--- src/rtl/cache_axi_rd_mux.sv ---
// Round-robin read front end: N cache read ports onto one AXI4 AR/R master, R beats routed back by RID.
// AR goes out the cycle after the rd_rdy handshake and is held until arready; R path is combinational and never back-pressures.
module cache_axi_rd_mux #(
    parameter int N_PORTS    = 2,
    parameter int ID_WIDTH   = 4,
    parameter int DATA_WIDTH = 32,
    parameter int LINE_WORDS = 4
) (
    input  logic                    clock,
    input  logic                    reset,
    input  logic [N_PORTS-1:0]      rd_req,
    input  logic [3*N_PORTS-1:0]    rd_type,
    input  logic [32*N_PORTS-1:0]   rd_addr,
    output logic [N_PORTS-1:0]      rd_rdy,
    output logic [N_PORTS-1:0]      ret_valid,
    output logic [N_PORTS-1:0]      ret_last,
    output logic [DATA_WIDTH-1:0]   ret_data,
    output logic [ID_WIDTH-1:0]     arid,
    output logic [31:0]             araddr,
    output logic [7:0]              arlen,
    output logic [2:0]              arsize,
    output logic [1:0]              arburst,
    output logic                    arvalid,
    input  logic                    arready,
    input  logic [ID_WIDTH-1:0]     rid,
    input  logic [DATA_WIDTH-1:0]   rdata,
    input  logic [1:0]              rresp,
    input  logic                    rlast,
    input  logic                    rvalid,
    output logic                    rready,
    output logic [N_PORTS-1:0]      busy,
    output logic                    resp_err,
    output logic                    unexp_err
);
    localparam int          PW        = (N_PORTS > 1) ? $clog2(N_PORTS) : 1;
    localparam logic [31:0] LINE_MASK = ~(32'(LINE_WORDS * DATA_WIDTH / 8) - 32'd1);
    localparam logic [2:0]  LINE_SIZE = 3'($clog2(DATA_WIDTH / 8));
    localparam logic [7:0]  LINE_LEN  = 8'(LINE_WORDS - 1);

    typedef enum logic {IDLE, ISSUE} state_t;

    state_t              state;
    logic [PW-1:0]       ptr;
    logic [N_PORTS-1:0]  elig;
    logic [N_PORTS-1:0]  grant;
    logic [N_PORTS-1:0]  rid_hit;
    logic [N_PORTS-1:0]  ar_set;
    logic [ID_WIDTH-1:0] gidx;
    logic [31:0]         gaddr;
    logic [2:0]          gtype;
    logic                found;
    logic                accept;
    logic                ar_hs;
    logic                line_req;

    assign elig = rd_req & ~busy;

    // Search order is ptr, ptr+1, ... with wrap; the first eligible port wins.
    always_comb begin
        grant = '0;
        gidx  = '0;
        gaddr = '0;
        gtype = '0;
        found = 1'b0;
        for (int k = 0; k < N_PORTS; k++) begin
            for (int i = 0; i < N_PORTS; i++) begin
                if (!found && elig[i] && (i == (int'(ptr) + k) % N_PORTS)) begin
                    found    = 1'b1;
                    grant[i] = 1'b1;
                    gidx     = ID_WIDTH'(i);
                    gaddr    = rd_addr[32*i +: 32];
                    gtype    = rd_type[3*i +: 3];
                end
            end
        end
    end

    assign rd_rdy   = (state == IDLE) ? grant : '0;
    assign accept   = (state == IDLE) && found;
    assign line_req = (gtype == 3'b100);
    assign ar_hs    = arvalid && arready;
    assign arburst  = 2'b01;

    // A beat is only routed to a port that actually has a burst in flight.
    always_comb begin
        rid_hit = '0;
        ar_set  = '0;
        for (int i = 0; i < N_PORTS; i++) begin
            rid_hit[i] = busy[i] && (rid == ID_WIDTH'(i));
            ar_set[i]  = ar_hs && (arid == ID_WIDTH'(i));
        end
    end

    assign ret_valid = rid_hit & {N_PORTS{rvalid}};
    assign ret_last  = rid_hit & {N_PORTS{rvalid & rlast}};
    assign ret_data  = rdata;
    assign rready    = ~reset;

    always_ff @(posedge clock) begin
        if (reset) begin
            state     <= IDLE;
            arvalid   <= 1'b0;
            ptr       <= '0;
            busy      <= '0;
            resp_err  <= 1'b0;
            unexp_err <= 1'b0;
            arid      <= '0;
            araddr    <= '0;
            arlen     <= '0;
            arsize    <= '0;
        end else begin
            busy <= (busy & ~ret_last) | ar_set;
            if (rvalid && (rid_hit == '0))
                unexp_err <= 1'b1;
            if (rvalid && (rid_hit != '0) && (rresp != 2'b00))
                resp_err <= 1'b1;
            case (state)
                IDLE: begin
                    if (accept) begin
                        arid    <= gidx;
                        araddr  <= line_req ? (gaddr & LINE_MASK) : gaddr;
                        arlen   <= line_req ? LINE_LEN : 8'd0;
                        arsize  <= line_req ? LINE_SIZE : {1'b0, gtype[1:0]};
                        arvalid <= 1'b1;
                        state   <= ISSUE;
                    end
                end
                ISSUE: begin
                    if (arready) begin
                        arvalid <= 1'b0;
                        ptr     <= PW'((int'(arid) + 1) % N_PORTS);
                        state   <= IDLE;
                    end
                end
                default: state <= IDLE;
            endcase
        end
    end
endmodule

--- config.mk ---
export PLATFORM = sky130hd
export DESIGN_NAME = cache_axi_rd_mux
export DESIGN_NICKNAME = d
export VERILOG_FILES = /design/src/rtl/cache_axi_rd_mux.sv
export SDC_FILE = /design/constraint.sdc
export NUM_CORES = 1
export LEC_CHECK = 0
export BUFFER_PORTS_ARGS = -buffer_cell sky130_fd_sc_hd__buf_2
export CAP_MARGIN = 20
export CORE_ASPECT_RATIO = 1.1
export CORE_MARGIN = 3
export CORE_UTILIZATION = 37
export CTS_CLUSTER_SIZE = 14
export DETAILED_ROUTE_END_ITERATION = 10
export PLACE_DENSITY = 0.81
export SLEW_MARGIN = 20
export SYNTH_ARGS = -nofsm -noshare
export SYNTH_HDL_FRONTEND = slang
export SYNTH_SLANG_ARGS = --single-unit
--- constraint.sdc ---
create_clock -name clock -period 2.1 [get_ports clock]
set_clock_uncertainty 0.1 [all_clocks]
set_input_delay 0.105 -clock clock [delete_from_list [all_inputs] [get_ports clock]]
set_output_delay 0.105 -clock clock [all_outputs]
set_load 0.01 [all_outputs]
[Word-level counts from Yosys, hierarchy flattened]
Index checks and enable logic that the tools add are counted.
Cells by class
  $add $sub $neg: 2
  equal/unequal tests: 6
  multiplexer cells: 28
  bitwise gates (word level): 11
  reductions and logical operators: 29
Operators with widths (count)
  $mux 32: 4
  $logic_not 32->1: 2
  $logic_and 1x1->1: 16
  $mux 1: 12
  $mux 3: 4
  $mux 4: 3
  $and 2x2->2: 4
  $eq 4x1->1 const B: 2
  $logic_not 4->1: 2
  $mux 2: 3
  $reduce_and 2->1: 3
  $ne 2x2->1 const B: 2
  $not 2->2: 2
  $pmux 1 s2: 2
  $reduce_bool 2->1: 2
  $eq 3x3->1 const B: 1
  $logic_not 1->1: 3
  $add 1x1->1 const B: 2
  $eq 2x2->1 const A: 1
  $logic_not 2->1: 1
  $not 1->1: 2
  $or 2x2->2: 1
  $and 1x1->1: 1
  $and 1x1->1 const A: 1
Word-level totals
  flip-flop bits (word level): 54
  bits of input ports: 115
  output and inout port bits: 93
  word-level logic and storage cells: 86

[Longest topological paths before layout]
  word-level depth: 19
  mapped depth: 6

[Least setup slack after synthesis]
OpenSTA, ideal clock, no wires.
  path type: reg-to-reg
  start point: register busy[1]
  end point: register araddr[0]
  setup time: 0.130 ns
  arrival time: 1.538 ns
  required time: 1.870 ns
  path slack: 0.332 ns
  stages on the path, launching flop included: 5
  path buffers: 0
  cells stage by stage: dfxtp_1 and3b_1 or4b_4 a221oi_4 nor3_1
Between the ends
  word-level cells in the longest chain between the ends: 15
RTL lines
  from (decl): RTL line 31  | output logic [N_PORTS-1:0] busy,
  from (signal assigned): RTL line 112  | busy <= (busy & ~ret_last) | ar_set;
  $not 2->2 (*): RTL line 56  | assign elig = rd_req & ~busy;
  $and 2x2->2 (*): RTL line 56
  $logic_and 1x1->1 (2 in series): RTL line 67  | if (!found && elig[i] && (i == (int'(ptr) + k) % N_PORTS)) begin
  $mux 1: RTL line 67
  $logic_not 1->1: RTL line 67
  $logic_and 1x1->1 (2 in series): RTL line 67
  $mux 1: RTL line 67
  $logic_not 1->1: RTL line 67
  $logic_and 1x1->1 (2 in series): RTL line 67
  $mux 3 or $mux 1 (tied branches): RTL line 67
  $eq 3x3->1 or $logic_and 1x1->1 (tied branches): RTL line 80, 79
  $mux 4 or $reduce_and 2->1 (tied branches)
  to (signal assigned): RTL line 121  | araddr <= line_req ? (gaddr & LINE_MASK) : gaddr;
  to (decl): RTL line 19  | output logic [31:0] araddr,
Every way passes the cells marked *; elsewhere a longest branch is shown, timed or not.
A chain may end at the register's enable or synchronous reset.

[Worst setup path in the final report]
  start point: input port rvalid
  end point: output port ret_last[0]
Between the ends
  word-level cells in the longest chain between the ends: 2
RTL lines
  from (decl): RTL line 29  | input logic rvalid,
  $and 1x1->1: RTL line 95  | assign ret_last = rid_hit & {N_PORTS{rvalid & rlast}};
  $and 2x2->2: RTL line 95
  to (decl): RTL line 16  | output logic [N_PORTS-1:0] ret_last,
Every way passes these cells.

==> results.py <==
metrics = {
    "setup_path": {
        "crit_type": "in -> out",
        "crit_family": "simple AND/OR/NAND/NOR gates",
        "path_buf_inv": 3,
        "crit_path_start_kind": "input port",
        "crit_cells": 6,
        "crit_slowest_cell": "dlygate4sd3_1",
        "required_ps": 1890,
        "cp-startpoint": "rvalid",
        "slowest_delay_ps": 530,
        "critPathCaptureType": "output port",
        "worstPathMaxFanout": 3,
        "r2r_cells": 4,
        "cp_data_arrival_time_ps": 1680,
        "critPathMostFrequentCell": "buf_2",
        "worstPathCellList": "dlygate4sd3_1 -> buf_2 -> or4b_4 -> nor2_4 -> and2_1 -> buf_2",
        "rr_startpoint": "busy[0]",
    },
    "placed_design": {
        "placed_area_mm2": 0.002670,
        "portBuffers": 131,
        "dp_hpwl_mm": 4.931,
        "gp_congestion": 0.8171,
    },
    "timing": {
        "hold_viol_final": 0,
        "setup_viol": 0,
        "report.final.slew_viol_count": 0,
        "setup-tns-final_ps": 0,
        "whs_ps": 6.010,
        "rsz0062_at_grt": "no",
        "finalCritPeriodShare_pct": 89.68,
        "tightest_slew_ps": 566.0,
        "fin_crit_ps": 1883,
        "max_freq_ghz": 0.5310,
        "slew_headroom_pct": 62.22,
    },
    "synth": {
        "seq_area_frac_synth_pct": 39.16,
        "synth_compound_area_share_pct": 27.43,
        "synth_top_area_share_pct": 39.16,
        "yosys_warnings": 0,
        "postSynthCellCount": 256,
        "ys_top_cells_by_area": "dfxtp_1, buf_4, a221oi_1",
        "synth-simple-area-share_pct": 14.23,
        "synthesis.area_mm2": 0.002198,
        "synth_fa_ha_area_share_pct": 0,
        "synth_xor_area_share_pct": 0,
        "synth.avg_cell_area_um2": 8.587,
        "synth_top_family_by_area": "compound AO/OA/AOI/OAI gates",
        "ys.flop_type": "dfxtp_1",
        "synth_mux_area_share_pct": 0,
        "synth_edf_count": 0,
        "synth_cell_types": 34,
        "async_flop_share_pct": 0,
        "yosys.area.top_type": "dfxtp_1",
        "ys_seq_elements": 43,
    },
    "cells_and_area": {
        "nets": 519,
        "final_util_pct": 59.46,
        "fin_area_mm2": 0.003312,
        "final_common_cell": "buf_2",
        "fillers": 496,
        "syn2layout_area_growth_pct": 50.65,
        "layout-drive-gt1-share_pct": 38.46,
        "diodes": 0,
        "final_cell_mix": "buf_2, dlygate4sd3_1, dfxtp_1",
    },
    "grt": {
        "grt_first_pass_wirelength_mm": 11.85,
        "grt_pass1_vias": 2430,
        "grt_overflow_total": 0,
        "antenna_found_initial": 0,
        "grt_max_degree": 35,
        "grtUsageTotal_pct": 22.12,
    },
    "route": {
        "vias": 2505,
        "drtAntennaViolNets": 0,
        "routed_wl_mm": 7.844,
        "vias_per_cell": 5.241,
        "wl_per_cell_um": 16.41,
        "drc": 0,
        "drt_pass1_iterations": 4,
        "drt-initial-drc-count": 121,
    },
    "clock_network": {
        "cts_made_buffers": 5,
        "clkTransAtPathRegs_ps": 70,
        "ctsRootBufferMaster": "clkbuf_8",
        "cts_setup_buffers": 0,
        "insertion_delay_ps": 280,
        "cts_tree": "done",
        "htreeDepth": 2,
        "clock_path_buffers": 2,
        "clock-sinks": 43,
    },
    "die": {
        "die_w_um": 79.50,
        "io_pins": 208,
        "die_area_mm2": 0.006904,
        "die_y_um": 86.85,
        "core_mm2": 0.005570,
        "rows": 28,
        "initial_utilization_pct": 39.47,
    },
    "worst_hold_path": {
        "worstHoldPathCells": 3,
        "hold_path_class": "in -> reg",
        "hp-start": "rd_addr[43]",
    },
    "power_and_ir_drop": {
        "ir_drop_mv": 0.3547,
        "p_per_area_mw_per_mm2": 616.8,
        "p_leak_nw": 1.576,
    },
    "flow_run": {
        "maxCapViolCount": 0,
    },
    "outcome": {
        "status": "finished clean",
    },
}
[power breakdown]
part,switching [mW],internal [mW],leakage (nW)
sequential,0.0453,0.901,0.356
combinational,0.319,0.299,1.18
clock,0.257,0.222,0.0371
[layer usage]
| layer | GRT usage [%] | part of all wire [%] | up-vias |
|---|---|---|---|
| met5 | 0 | 0 | - |
| met4 | 7.813 | 2.2 | 0 |
| met3 | 5.405 | 8.6 | 22 |
| met2 | 41.53 | 53 | 146 |
| met1 | 23.76 | 36 | 1164 |
| li1 | - | - | 1173 |
[synthesized netlist by cell type, drive strengths merged (2+ instances only)]
| cell type | count |
|---|---|
| a21oi | 5 |
| inv | 3 |
| or2b | 2 |
| a221oi | 34 |
| nor3 | 6 |
| nor2 | 35 |
| and2 | 3 |
| o311a | 2 |
| clkbuf | 16 |
| o32ai | 2 |
| or4b | 3 |
| buf | 46 |
| dfxtp | 43 |
| o21ai | 34 |
| nand2 | 7 |
| conb | 2 |
[logic make-up after synthesis]
| family | after synthesis |
|---|---|
| other | 2 |
| buffers and inverters | 65 |
| AO/OA/AOI/OAI | 83 |
| AND/OR/NAND/NOR | 63 |
| flip-flops | 43 |
[state kept, by name (all words and copies together), names as in the netlist]
| signal | flops |
|---|---|
| arid | 1 |
| arvalid | 1 |
| arlen | 1 |
| busy | 2 |
| araddr | 32 |
| unexp_err | 1 |
| ptr | 1 |
| resp_err | 1 |
| state | 1 |
| arsize | 2 |
[worst paths after layout]
path | slack, ps | to
max | 220 | ret_last[0]
min | 6 | araddr[11]
max reg2reg | 240 | araddr[1]
min reg2reg | 380 | arvalid
[area by class of cell]
| class | instances | area [um2] | share of cell area (%) |
|---|---|---|---|
| inverter | 3 | 11.26 | 0.3400 |
| clock buffer | 6 | 72.57 | 2.191 |
| sequential | 43 | 860.8 | 25.99 |
| tap | 75 | 93.84 | 2.833 |
| multi-input combinational | 158 | 989.7 | 29.88 |
| timing repair buffer | 193 | 1284 | 38.76 |
[repair_timing]
| action | 4_1_cts | 5_1_grt |
|---|---|---|
| endpoints found under the hold margin | 30 | 0 |
| hold buffers | 55 | 0 |
| setup endpoints to repair | 0 | 2 |
| resized for setup | 0 | 5 |
[per-stage QoR]
stage	power (mW)	std cells	setup slack [ps]
2_1_floorplan	1.321	266	332.0
3_3_place_gp	1.479	417	292.7
3_5_place_dp	1.491	417	230.5
4_1_cts	2.049	478	40.29
5_1_grt	2.173	478	133.6
6_report	2.043	478	216.8
[tightest hold or removal path: stages]
cell and delay (ps):
buf_2 80, a221oi_1 60, nor2_1 110
Note: power is estimated with default switching activity, not from simulation.
